[src/rtl/imem_loader_pkg.sv]
// -----------------------------------------------------------------------------
// imem_loader_pkg
// Shared types and constants for the instruction-memory loader.
//   state_e      : loader FSM state encoding (CSUM exists only when the
//                  checksum feature is built in)
//   CSUM_SEED    : starting value of the running XOR checksum
//   imem_depth() : instruction-memory depth in words for a size in KB
//   imem_aw()    : word-address width for a size in KB
// Build option: IMEM_LOADER_CHECKSUM_EN adds the CSUM state.
// -----------------------------------------------------------------------------
package imem_loader_pkg;

    typedef enum logic [2:0] {
        IDLE = 3'd0,
        LEN  = 3'd1,
        LOAD = 3'd2,
`ifdef IMEM_LOADER_CHECKSUM_EN
        CSUM = 3'd3,
`endif
        DONE = 3'd4,
        ERR  = 3'd5
    } state_e;

    localparam int CSUM_SEED = 0;

    // 1 KB of 32-bit words is 256 entries.
    function automatic int imem_depth(input int size_in_kb);
        return size_in_kb * 256;
    endfunction

    function automatic int imem_aw(input int size_in_kb);
        return $clog2(size_in_kb * 256);
    endfunction

endpackage

[src/rtl/imem_loader.sv]
// -----------------------------------------------------------------------------
// imem_loader
// Streams a length-prefixed image into instruction memory and then releases
// the downstream core from reset.
//
// Stream format: one length word N, then N payload words, then (checksum
// build only) one XOR checksum word covering the N payload words.
//
// Handshake: a word moves on a rising clk edge where s_valid && s_ready.
// s_valid/s_data come from upstream and may toggle freely; s_ready depends
// only on the current state (high in LEN, LOAD, CSUM), never on s_valid.
//
// Ports
//   clk, rst       : clock, synchronous active-high reset
//   start          : one-cycle load request (honoured in IDLE, DONE, ERR)
//   s_valid/s_data : upstream word stream, s_ready back-pressure
//   imem_we/waddr/wdata : registered instruction-memory write port
//   core_arst_n    : registered active-low core reset, high only in DONE
//   busy/done/err  : registered status flags
//   dbg_state      : current FSM state for observation
//
// Build option: define IMEM_LOADER_CHECKSUM_EN to add checksum verification.
// -----------------------------------------------------------------------------
module imem_loader
    import imem_loader_pkg::*;
#(
    parameter int  DATA_WIDTH    = 32,
    parameter int  IMEM_SZ_IN_KB = 1,
    localparam int DEPTH         = imem_depth(IMEM_SZ_IN_KB),
    localparam int AW            = imem_aw(IMEM_SZ_IN_KB)
) (
    input  logic                  clk,
    input  logic                  rst,
    input  logic                  start,
    input  logic                  s_valid,
    input  logic [DATA_WIDTH-1:0] s_data,
    output logic                  s_ready,
    output logic                  imem_we,
    output logic [AW-1:0]         imem_waddr,
    output logic [DATA_WIDTH-1:0] imem_wdata,
    output logic                  core_arst_n,
    output logic                  busy,
    output logic                  done,
    output logic                  err,
    output state_e                dbg_state
);

    localparam logic [DATA_WIDTH-1:0] DEPTH_D = DATA_WIDTH'(DEPTH);
    localparam logic [AW:0]           CNT_ONE = {{AW{1'b0}}, 1'b1};

    state_e state_q, state_d;

    // Counters are AW+1 bits wide so that N == DEPTH is representable.
    logic [AW:0] len_q;
    logic [AW:0] cnt_q;
    logic [AW:0] cnt_inc;

    logic beat;
    logic len_zero;
    logic len_too_big;
    logic last_beat;

    logic busy_d, done_d, err_d;

`ifdef IMEM_LOADER_CHECKSUM_EN
    logic [DATA_WIDTH-1:0] csum_q;
`endif

    assign beat        = s_valid && s_ready;
    assign cnt_inc     = cnt_q + CNT_ONE;
    assign len_zero    = (s_data == '0);
    assign len_too_big = (s_data > DEPTH_D);
    assign last_beat   = (cnt_inc == len_q);
    assign dbg_state   = state_q;

    // ---------------------------------------------------------------- state reg
    always_ff @(posedge clk) begin
        if (rst) begin
            state_q <= IDLE;
        end else begin
            state_q <= state_d;
        end
    end

    // ---------------------------------------------------------------- next state
    always_comb begin
        state_d = state_q;
        unique case (state_q)
            IDLE: begin
                if (start) state_d = LEN;
            end
            LEN: begin
                if (beat) begin
                    if (len_zero)         state_d = DONE;
                    else if (len_too_big) state_d = ERR;
                    else                  state_d = LOAD;
                end
            end
            LOAD: begin
                if (beat && last_beat) begin
`ifdef IMEM_LOADER_CHECKSUM_EN
                    state_d = CSUM;
`else
                    state_d = DONE;
`endif
                end
            end
`ifdef IMEM_LOADER_CHECKSUM_EN
            CSUM: begin
                if (beat) state_d = (s_data == csum_q) ? DONE : ERR;
            end
`endif
            DONE, ERR: begin
                if (start) state_d = LEN;
            end
            default: state_d = IDLE;
        endcase
    end

    // ---------------------------------------------------------------- outputs
    // s_ready follows the current state; the status flags are decoded from
    // the next state so their registered copies line up with state_q.
    always_comb begin
        s_ready = 1'b0;
        busy_d  = 1'b0;
        done_d  = 1'b0;
        err_d   = 1'b0;
        unique case (state_q)
            LEN, LOAD:  s_ready = 1'b1;
`ifdef IMEM_LOADER_CHECKSUM_EN
            CSUM:       s_ready = 1'b1;
`endif
            default:    s_ready = 1'b0;
        endcase
        unique case (state_d)
            LEN, LOAD:  busy_d = 1'b1;
`ifdef IMEM_LOADER_CHECKSUM_EN
            CSUM:       busy_d = 1'b1;
`endif
            DONE:       done_d = 1'b1;
            ERR:        err_d  = 1'b1;
            default:    busy_d = 1'b0;
        endcase
    end

    always_ff @(posedge clk) begin
        if (rst) begin
            busy        <= 1'b0;
            done        <= 1'b0;
            err         <= 1'b0;
            core_arst_n <= 1'b0;
        end else begin
            busy        <= busy_d;
            done        <= done_d;
            err         <= err_d;
            core_arst_n <= done_d;
        end
    end

    // ---------------------------------------------------------------- datapath
    // Each payload beat becomes exactly one write on the following cycle.
    // Address/data hold their last value when no write is in flight.
    always_ff @(posedge clk) begin
        if (rst) begin
            len_q      <= '0;
            cnt_q      <= '0;
            imem_we    <= 1'b0;
            imem_waddr <= '0;
            imem_wdata <= '0;
        end else begin
            imem_we <= 1'b0;
            if (state_q == LEN && beat) begin
                len_q <= s_data[AW:0];
                cnt_q <= '0;
            end
            if (state_q == LOAD && beat) begin
                imem_we    <= 1'b1;
                imem_waddr <= cnt_q[AW-1:0];
                imem_wdata <= s_data;
                cnt_q      <= cnt_inc;
            end
        end
    end

`ifdef IMEM_LOADER_CHECKSUM_EN
    always_ff @(posedge clk) begin
        if (rst) begin
            csum_q <= DATA_WIDTH'(CSUM_SEED);
        end else if (state_q == LEN && beat) begin
            csum_q <= DATA_WIDTH'(CSUM_SEED);
        end else if (state_q == LOAD && beat) begin
            csum_q <= csum_q ^ s_data;
        end
    end
`endif

endmodule

[config.mk]
export PLATFORM = sky130hd
export DESIGN_NAME = imem_loader
export DESIGN_NICKNAME = d
export VERILOG_FILES = /design/src/rtl/imem_loader_pkg.sv /design/src/rtl/imem_loader.sv
export SDC_FILE = /design/constraint.sdc
export NUM_CORES = 1
export LEC_CHECK = 0
export ABC_AREA = 1
export CORE_MARGIN = 5
export CORE_UTILIZATION = 45
export CTS_CLUSTER_SIZE = 24
export DETAILED_ROUTE_END_ITERATION = 7
export PLACE_DENSITY = 0.83
export SYNTH_ARGS = -nofsm -noshare
export SYNTH_HDL_FRONTEND = slang
export SYNTH_SLANG_ARGS = --single-unit
[constraint.sdc]
create_clock -name clk -period 3.5 [get_ports clk]
set_input_delay 0.525 -clock clk [delete_from_list [all_inputs] [get_ports clk]]
set_output_delay 0.525 -clock clk [all_outputs]
set_load 0.005 [all_outputs]
* After elaboration in Yosys (flattened, before gate mapping) *
Cells that the tools add are included.

storage, ports and cells
  register bits after elaboration = 65
  latch bits = 0
  RAM bits = 0
  bits in read-only memories = 0
  input bits = 36
  output and inout bits = 49
  word-level logic and storage cells = 43
  memories kept = 0

cells by class
  add/sub/neg operators = 1
  multiply operators = 0
  divide/modulo/power cells = 0
  magnitude comparators = 1
  equality and inequality tests = 9
  shifts and indexed selects = 0
  multiplexer cells = 13
  bitwise operators = 0
  reductions and logical operators = 10

operators by type and width
  kind                 count
  $gt 32x9->1 const B  1
  $logic_not 32->1     1
  $mux 9               2
  $mux 3               5
  $eq 3x3->1 const B   4
  $add 9x1->9 const B  1
  $eq 9x9->1           1
  $pmux 3 s3           1
  $eq 3x1->1 const B   2
  $eq 3x2->1 const B   2
  $mux 1               5
  $logic_and 1x1->1    4
  $reduce_or 2->1      2
  $logic_not 3->1      1
  $reduce_or 3->1      1
  $reduce_bool 2->1    1

* Logic depth before layout (Yosys ltp) *
  depth after elaboration = 10
  mapped depth = 14
  depth with buffers taken out = 14

* Worst setup path after synthesis *
No wires, ideal clock.

  path kind = reg2reg
  start = register cnt_q[0]
  end = register busy
  arrival = 1.498 ns
  data required time = 3.391 ns
  slack = 1.893 ns
  cell stages (with the launch flop) = 15
  clock period less this slack = 1.607 ns
  cells stage by stage = dfxtp_1 -> ha_1 -> nand2_1 -> nor2_4 -> nand2_1 -> nand3_1 -> nand2_1 -> clkinv_1 -> nand2_1 -> nor2_2 -> nand3_1 -> nand3_1 -> nand3_1 -> nand2_1 -> inv_1

on the way
  longest elaborated chain between the ends = 8
  elaborated cells between the ends (all ways) = 9

ends and longest elaborated chain
  element                                   RTL line            RTL
  start: declaration                        imem_loader.sv:55   logic [AW:0] cnt_q;
  start signal: assignment                  imem_loader.sv:180  cnt_q <= cnt_inc;
  $add 9x1->9 *                             imem_loader.sv:70   assign cnt_inc = cnt_q + CNT_ONE;
  $eq 9x9->1 *                              imem_loader.sv:73   assign last_beat = (cnt_inc == len_q);
  $logic_and 1x1->1 *                       imem_loader.sv:100  if (beat && last_beat) begin
  $mux 3 *                                  imem_loader.sv:100
  $pmux 3 s3 *                              imem_loader.sv:88   unique case (state_q)
  $eq 3x1->1 or $eq 3x2->1 (tied branches)  imem_loader.sv:135  unique case (state_d)
  $reduce_or 2->1 *                         imem_loader.sv:135
  $mux 1 *                                  imem_loader.sv:135
  end signal: assignment                    imem_loader.sv:153  busy <= busy_d;
  end: declaration                          imem_loader.sv:42   output logic busy,

Mark *: on every way between the ends. The rest lies on a longest branch, timed or not.
A chain may end at the register's enable or synchronous reset.

* Worst setup path in the final report *
  start = register state_q[0], in the netlist dbg_state[0]
  end = output s_ready

on the way
  longest elaborated chain between the ends = 3
  elaborated cells between the ends (all ways) = 4

ends and longest elaborated chain
  element                                   RTL line            RTL
  start: declaration                        imem_loader.sv:51   state_e state_q, state_d;
  start signal: assignment                  imem_loader.sv:81   state_q <= state_d;
  $eq 3x1->1 or $eq 3x2->1 (tied branches)  imem_loader.sv:128  unique case (state_q)
  $reduce_or 2->1 *                         imem_loader.sv:128
  $mux 1 *                                  imem_loader.sv:128
  end: declaration                          imem_loader.sv:37   output logic s_ready,

Marked as above.

==> flow_metrics.tcl <==
set metrics [dict create \
    final_cell_area_sq_mm 0.00384 \
    drtIter0Drc 228 \
    netlist_area_sq_mm 0.00274 \
    detail_route.vias_per_cell 5.07 \
    dp.cells 531 \
    hp-class "reg2reg" \
    overflow 0 \
    post_layout_nonfiller_instances 547 \
    numCtsBuffers 9 \
    htreeDepth 3 \
    synth_most_common_cell "nor2_1" \
    power_frac_comb_pct 12.0 \
    p_total_w 0.00163 \
    hold_viol 0 \
    hold_buffers 0 \
    die_w_um 88.1 \
    clk_pin_slew_ps 70 \
    multi_input_area_sq_mm 0.00125 \
    drive_above_1_share_pct 6.14 \
    synthFlopType "dfxtp_1" \
    cts-resized-gates 0 \
    ios 85 \
    rsz0062_at_grt "false" \
    synthDistinctLibCells 28 \
    cts_tree "done" \
    grt_max_degree 45 \
    fin_crit_sh_pct 61.2 \
    die_area_sq_mm 0.00776 \
    net-switching-power_w 0.000414 \
    path_max_fanout 5 \
    diodes 0 \
    internal_power_w 0.00122 \
    gp_congestion 0.878 \
    cts_buffer_depth 2 \
    worstMarginPinSlew_ps 562 \
    max_freq_mhz 466 \
    status "finished, final reports clean" \
    first_pass_iters 4 \
    mappedNetlistNets 421 \
    synth_enable_flop_cells 0 \
    tns_ps 0 \
    grt_pass1_vias 2764 \
    seq_area_sq_mm 0.00130 \
    dp_hpwl_um 5560 \
    setup_viol 0 \
    worstPathArrival_ps 1620 \
    drc 0 \
    clkPwrFrac_pct 39.9 \
    crit_type "reg2out" \
    core_area_sq_mm 0.00592 \
    ir_worst_vdd_mv 0.292 \
    yosysWarnings 0 \
    yosysTopAreaCell "dfxtp_1" \
    finalWirelength_um 7440 \
    io_buffers 84 \
    syn_to_final_growth_pct 40.1 \
    switching_share_pct 25.4 \
    synth_area_leaders "dfxtp_1 (47%), nor2_1 (11%), o21ai_0 (8.9%), nand2_1 (7.4%), a21oi_1 (5.7%)" \
    synth_common_cells "nor2_1 (83), dfxtp_1 (65), nand2_1 (54)" \
    grt_usage_pct 20.4 \
    synth-seq-cells 65 \
    start_util_pct 46.3 \
    fillers 484 \
    placed_area_sq_mm 0.00364 \
    antenna_found_initial 0 \
    die_height_um 88.1 \
    synth_top_cell_area_share_pct 47.4 \
    cellLeakagePower_nw 1.55 \
    seq_power_share_pct 48.2 \
    ant_nets 0 \
    post_drt_wl_per_cell_um 13.6 \
    fin_crit_ps 2140 \
    cts_num_sinks 65 \
    avgSynthCellArea_sq_um 7.15 \
    ys_seq_area_share_pct 47.4 \
    relSlewSlack_pct 62.5 \
    crit_required_ps 2970 \
    critPathLaunchType "flip-flop" \
    clock-root-buffer "clkbuf_8" \
    slew_viol_final 0 \
    skew_ps 14.2 \
    cp-end-kind "output port" \
    cts_setup_buffers 0 \
    p_per_area_mw_per_mm2 424 \
    clk_latency_ps 340 \
    maxCapViolCount 0 \
    async_flop_share_pct 0 \
    synthCells 384 \
    placementRows 28 \
    dr_total_vias 2772 \
    grt_pass1_wl_um 12400 \
    fin_nets 504 \
]
==> layout make-up <==
type / instances / area share, %
clock buffers: 10 / 3.58
clock inverters: 6 / 1.72
inverters: 35 / 3.42
multi-input cells: 269 / 32.5
flip-flops and latches: 65 / 33.8
well taps: 75 / 2.44
repair buffers: 87 / 22.5
==> path summary, 6_finish.rpt <==
path,slack (ps),depth (start not counted),end,start
worst min-delay path,500,2,imem_waddr[0]$_SDFFE_PP0P_,imem_waddr[0]$_SDFFE_PP0P_
worst min register to register,500,2,imem_waddr[0]$_SDFFE_PP0P_,imem_waddr[0]$_SDFFE_PP0P_
worst max-delay path,1360,4,s_ready,dbg_state[0]$_SDFF_PP0_
worst max register to register,1590,14,busy$_SDFF_PP0_,cnt_q[0]$_SDFFE_PP0P_
==> critical path, cell delays in order (launching register included) <==
cell and delay, ps:
dfxtp_1 350, nor2_1 130, nand2_1 150, nand2_2 140
clkdlybuf4s50_1 520
==> sequential cells by signal, summed over array words and instances, names as in the netlist <==
register,count
imem_wdata,32
cnt_q,9
len_q,9
imem_waddr,8
dbg_state,3
busy,1
done,1
err,1
imem_we,1
==> power by group through the flow <==
stage | sequential, W | clock, W | combinational (W)
2_1_floorplan | 0.000799 | 0 | 0.0000878
3_3_place_gp | 0.000801 | 0 | 0.000192
3_5_place_dp | 0.000802 | 0 | 0.000194
4_1_cts | 0.000785 | 0.000662 | 0.000196
5_1_grt | 0.000789 | 0.000707 | 0.000215
6_report | 0.000785 | 0.000650 | 0.000195
==> layer usage <==
layer	track usage (%)	wire, um	share of wire [%]	vias to the layer above
met4	6.59	61	0.82	0
li1	-	-	-	1413
met2	33.0	3540	48	87
met3	9.69	727	9.8	8
met5	0	0	0	-
met1	24.0	3110	42	1264
==> layout by cell type, fill, tap and decap left out, types with 2 or more instances in the layout <==
| cell | n |
|---|---|
| xor2_1 | 2 |
| o21ai_0 | 49 |
| nor2_2 | 2 |
| clkinvlp_4 | 3 |
| a21oi_1 | 31 |
| inv_2 | 2 |
| clkdlybuf4s50_1 | 84 |
| nand3b_1 | 3 |
| clkbuf_8 | 10 |
| nand4_1 | 5 |
| nand2_2 | 2 |
| buf_4 | 3 |
| o22ai_1 | 6 |
| inv_1 | 32 |
| nor2_4 | 3 |
| nor2_1 | 83 |
| nand3_1 | 21 |
| nand2_1 | 54 |
| dfxtp_1 | 65 |
==> stage by stage <==
stage | setup slack (ps) | util (%) | hold WS (ps)
2_1_floorplan | 1890 | - | 454
4_1_cts | 1340 | 64.9 | 494
3_5_place_dp | 1190 | 61.5 | 483
3_3_place_gp | 1260 | 61.5 | 478
5_1_grt | 1290 | 64.9 | 535
6_report | 1360 | 64.9 | 498
==> kinds of logic (layout without fill, tap and decap cells) <==
kind of cell | Yosys count | count (layout) | synth area share, %
fa+ha+maj | 1 | 1 | 0.456
compound gates | 90 | 90 | 17.1
flops | 65 | 65 | 47.4
simple gates | 175 | 175 | 26.9
xor+xnor | 3 | 3 | 0.958
buf+inv | 50 | 138 | 7.16
(Power assumes the default switching activity.)
==> RTL change, RTL diff (same flow settings) <==
Change the parameter `DATA_WIDTH` from 32 to 24.
--- a/src/rtl/imem_loader.sv
+++ b/src/rtl/imem_loader.sv
@@ -26,3 +26,3 @@
 #(
-    parameter int  DATA_WIDTH    = 32,
+    parameter int  DATA_WIDTH    = 24,
     parameter int  IMEM_SZ_IN_KB = 1,
Interface: changed (resized imem_wdata and s_data); port bits go from 85 to 69. The function was not compared with the original's and may differ.
==> RTL change against the unedited design <==
  * Routed wire length shrank 15%
  * Worst setup slack is essentially flat
  * Largest cell class unchanged
  * Clock power grew 16%
  * Sequential power shrank 15%
  * Clock skew shrank 0.0065 ns
  * Worst hold slack lost 0.029 ns
  * Design area shrank 11%
  * Register-to-register slack gained 0.08 ns
  * Sequential share of layout area shrank 0.51 points
  * Total power shrank 6.8%
  * Synthesized area shrank 11%
  * Sequential cell count shrank 8
==> RTL change: results (changes against the unedited design) <==
setup_path:
  cp_top_family: "buffers and inverters"
  max_stage_delay_ns: 0.50  # -0.02 ns
  arrival_ns: 1.62  # about the same
  crit_fanout: 7  # +2
  cpMaxStageDelayCell: "clkdlybuf4s50_1"
route:
  top_layer_used: "met4"
  firstDrtPassIters: 5  # +1
  met2_length_mm: 2.835  # -20%
  drt_wl_total_mm: 6.352  # -15%
  via_per_inst: 4.994  # -1.5%
  dr_wl_met3_um: 593  # -18%
  drtIter0Drc: 84  # -63%
  wirelength_met1_mm: 2.809  # -9.6%
hold_path:
  min_path_type: "flop to flop"
placement:
  dp_hpwl_mm: 4.536  # -18%
  io_buffers: 68  # -19%
  gp_congestion: 0.7937  # -9.6%
clock_network:
  post_cts_buffers: 0  # unchanged
  ctsRootBufferMaster: "clkbuf_8"
  ctsResizeCount: 0  # unchanged
  numCtsBuffers: 9  # unchanged
  worstSkewPairLatency_ns: 0.34  # about the same
  path_clk_slew_ns: 0.07  # about the same
  htreeDepth: 3  # unchanged
  clockBufferDepth: 2  # unchanged
global_routing:
  antenna_found_initial: 0  # unchanged
  grtUsageTotal_pct: 19.39  # -1.0 points
  grt_max_degree: 44  # -2.2%
  use_met1_pct: 24.18  # +0.13 points
  use_met3_pct: 7.700  # -2.0 points
  use_met2_pct: 29.79  # -3.2 points
  grt_pass1_vias: 2539  # -8.1%
  grt_pass1_wl_mm: 11.27  # -8.8%
yosys:
  syn-num-nets: 369  # -12%
  synth-xor-area-share_pct: 0.3573  # -0.60 points
  async_flop_share_pct: 0  # unchanged
  synth_commonest_cells: "nor2_1, dfxtp_1, nand2_1, o21ai_0, inv_1"
  synth.area.mux_share_pct: 0  # unchanged
  synth.distinct_cells: 25  # -11%
  netlist_top_cells_area: "dfxtp_1, nor2_1, o21ai_0, nand2_1, a21oi_1"
  synth-warning-count: 0  # unchanged
  synth_compound_area_share_pct: 15.77  # -1.3 points
  yosysSeqAreaShare_pct: 46.55  # -0.87 points
  synthAdderAreaFrac_pct: 0.5105  # +0.054 points
layout:
  antenna_cells: 0  # unchanged
  fillCellCount: 429  # -11%
  reg.largest.list: "imem_wdata (24), cnt_q (9), len_q (9)"
  nNetsFinal: 438  # -13%
  drive_gt1_share_pct: 10.14  # +4.0 points
pwr:
  irDropWorstVdd_mv: 0.2611  # -11%
  p_leak_nw: 1.399  # -9.9%
timing:
  fin_skew_ns: 0.007695  # -0.006485 ns
  relSlewSlack_pct: 53.21  # -9.3 points
outcome:
  status: "finished clean"
-- RTL change: cell count changes after synthesis, moves of 5 or more --
cell     unedited run  this run
nand2_2             2         8
dfxtp_1            65        57
o21ai_0            49        44
nand2_1            54        45
a21oi_1            31        24
nor2_1             83        67
-- RTL change: cell families after synthesis --
family,Yosys count
simple gates,159
fa+ha+maj,1
buf+inv,46
compound gates,76
xor+xnor,1
flops,57
-- RTL change: report_power, final --
| group | total, W | internal, W | switching (W) |
|---|---|---|---|
| logic | 0.000102 | 0.0000508 | 0.0000509 |
| clock network | 0.000753 | 0.000488 | 0.000265 |
| registers | 0.000664 | 0.000659 | 0.00000568 |
-- RTL change: final cells by class --
class | count | area share [%]
Clock buffer | 10 | 4.020
Clock inverter | 6 | 3.070
Inverter | 34 | 3.728
Multi-Input combinational cell | 237 | 32.97
Sequential cell | 57 | 33.33
Tap cell | 70 | 2.558
Timing Repair Buffer | 70 | 20.32
-- RTL change: stage by stage --
stage	hold slack, ns	cells	instance area [sq um]	setup WS, ns	utilization, %
floorplan	0.4437	340	2451	1.935	-
detailed placement	0.4619	468	3181	1.261	61.11
finish	0.4685	484	3423	1.356	65.77
global placement	0.4547	468	3181	1.261	61.11
global route	0.5106	484	3423	1.259	65.77
CTS	0.4718	484	3423	1.327	65.77
-- RTL change: final timing paths --
path           startpoint  endpoint  slack, ns  cells after the start
max          dbg_state[1]   s_ready       1.36                      5
min              len_q[2]  len_q[2]       0.47                      2
max reg2reg      cnt_q[0]      done       1.67                     13
min reg2reg      len_q[2]  len_q[2]       0.47                      2
-- RTL change: tightest hold or removal path, stage by stage (launching register included) --
cell	delay (ns)
dfxtp_1	0.31
inv_1	0.06
a21oi_1	0.05
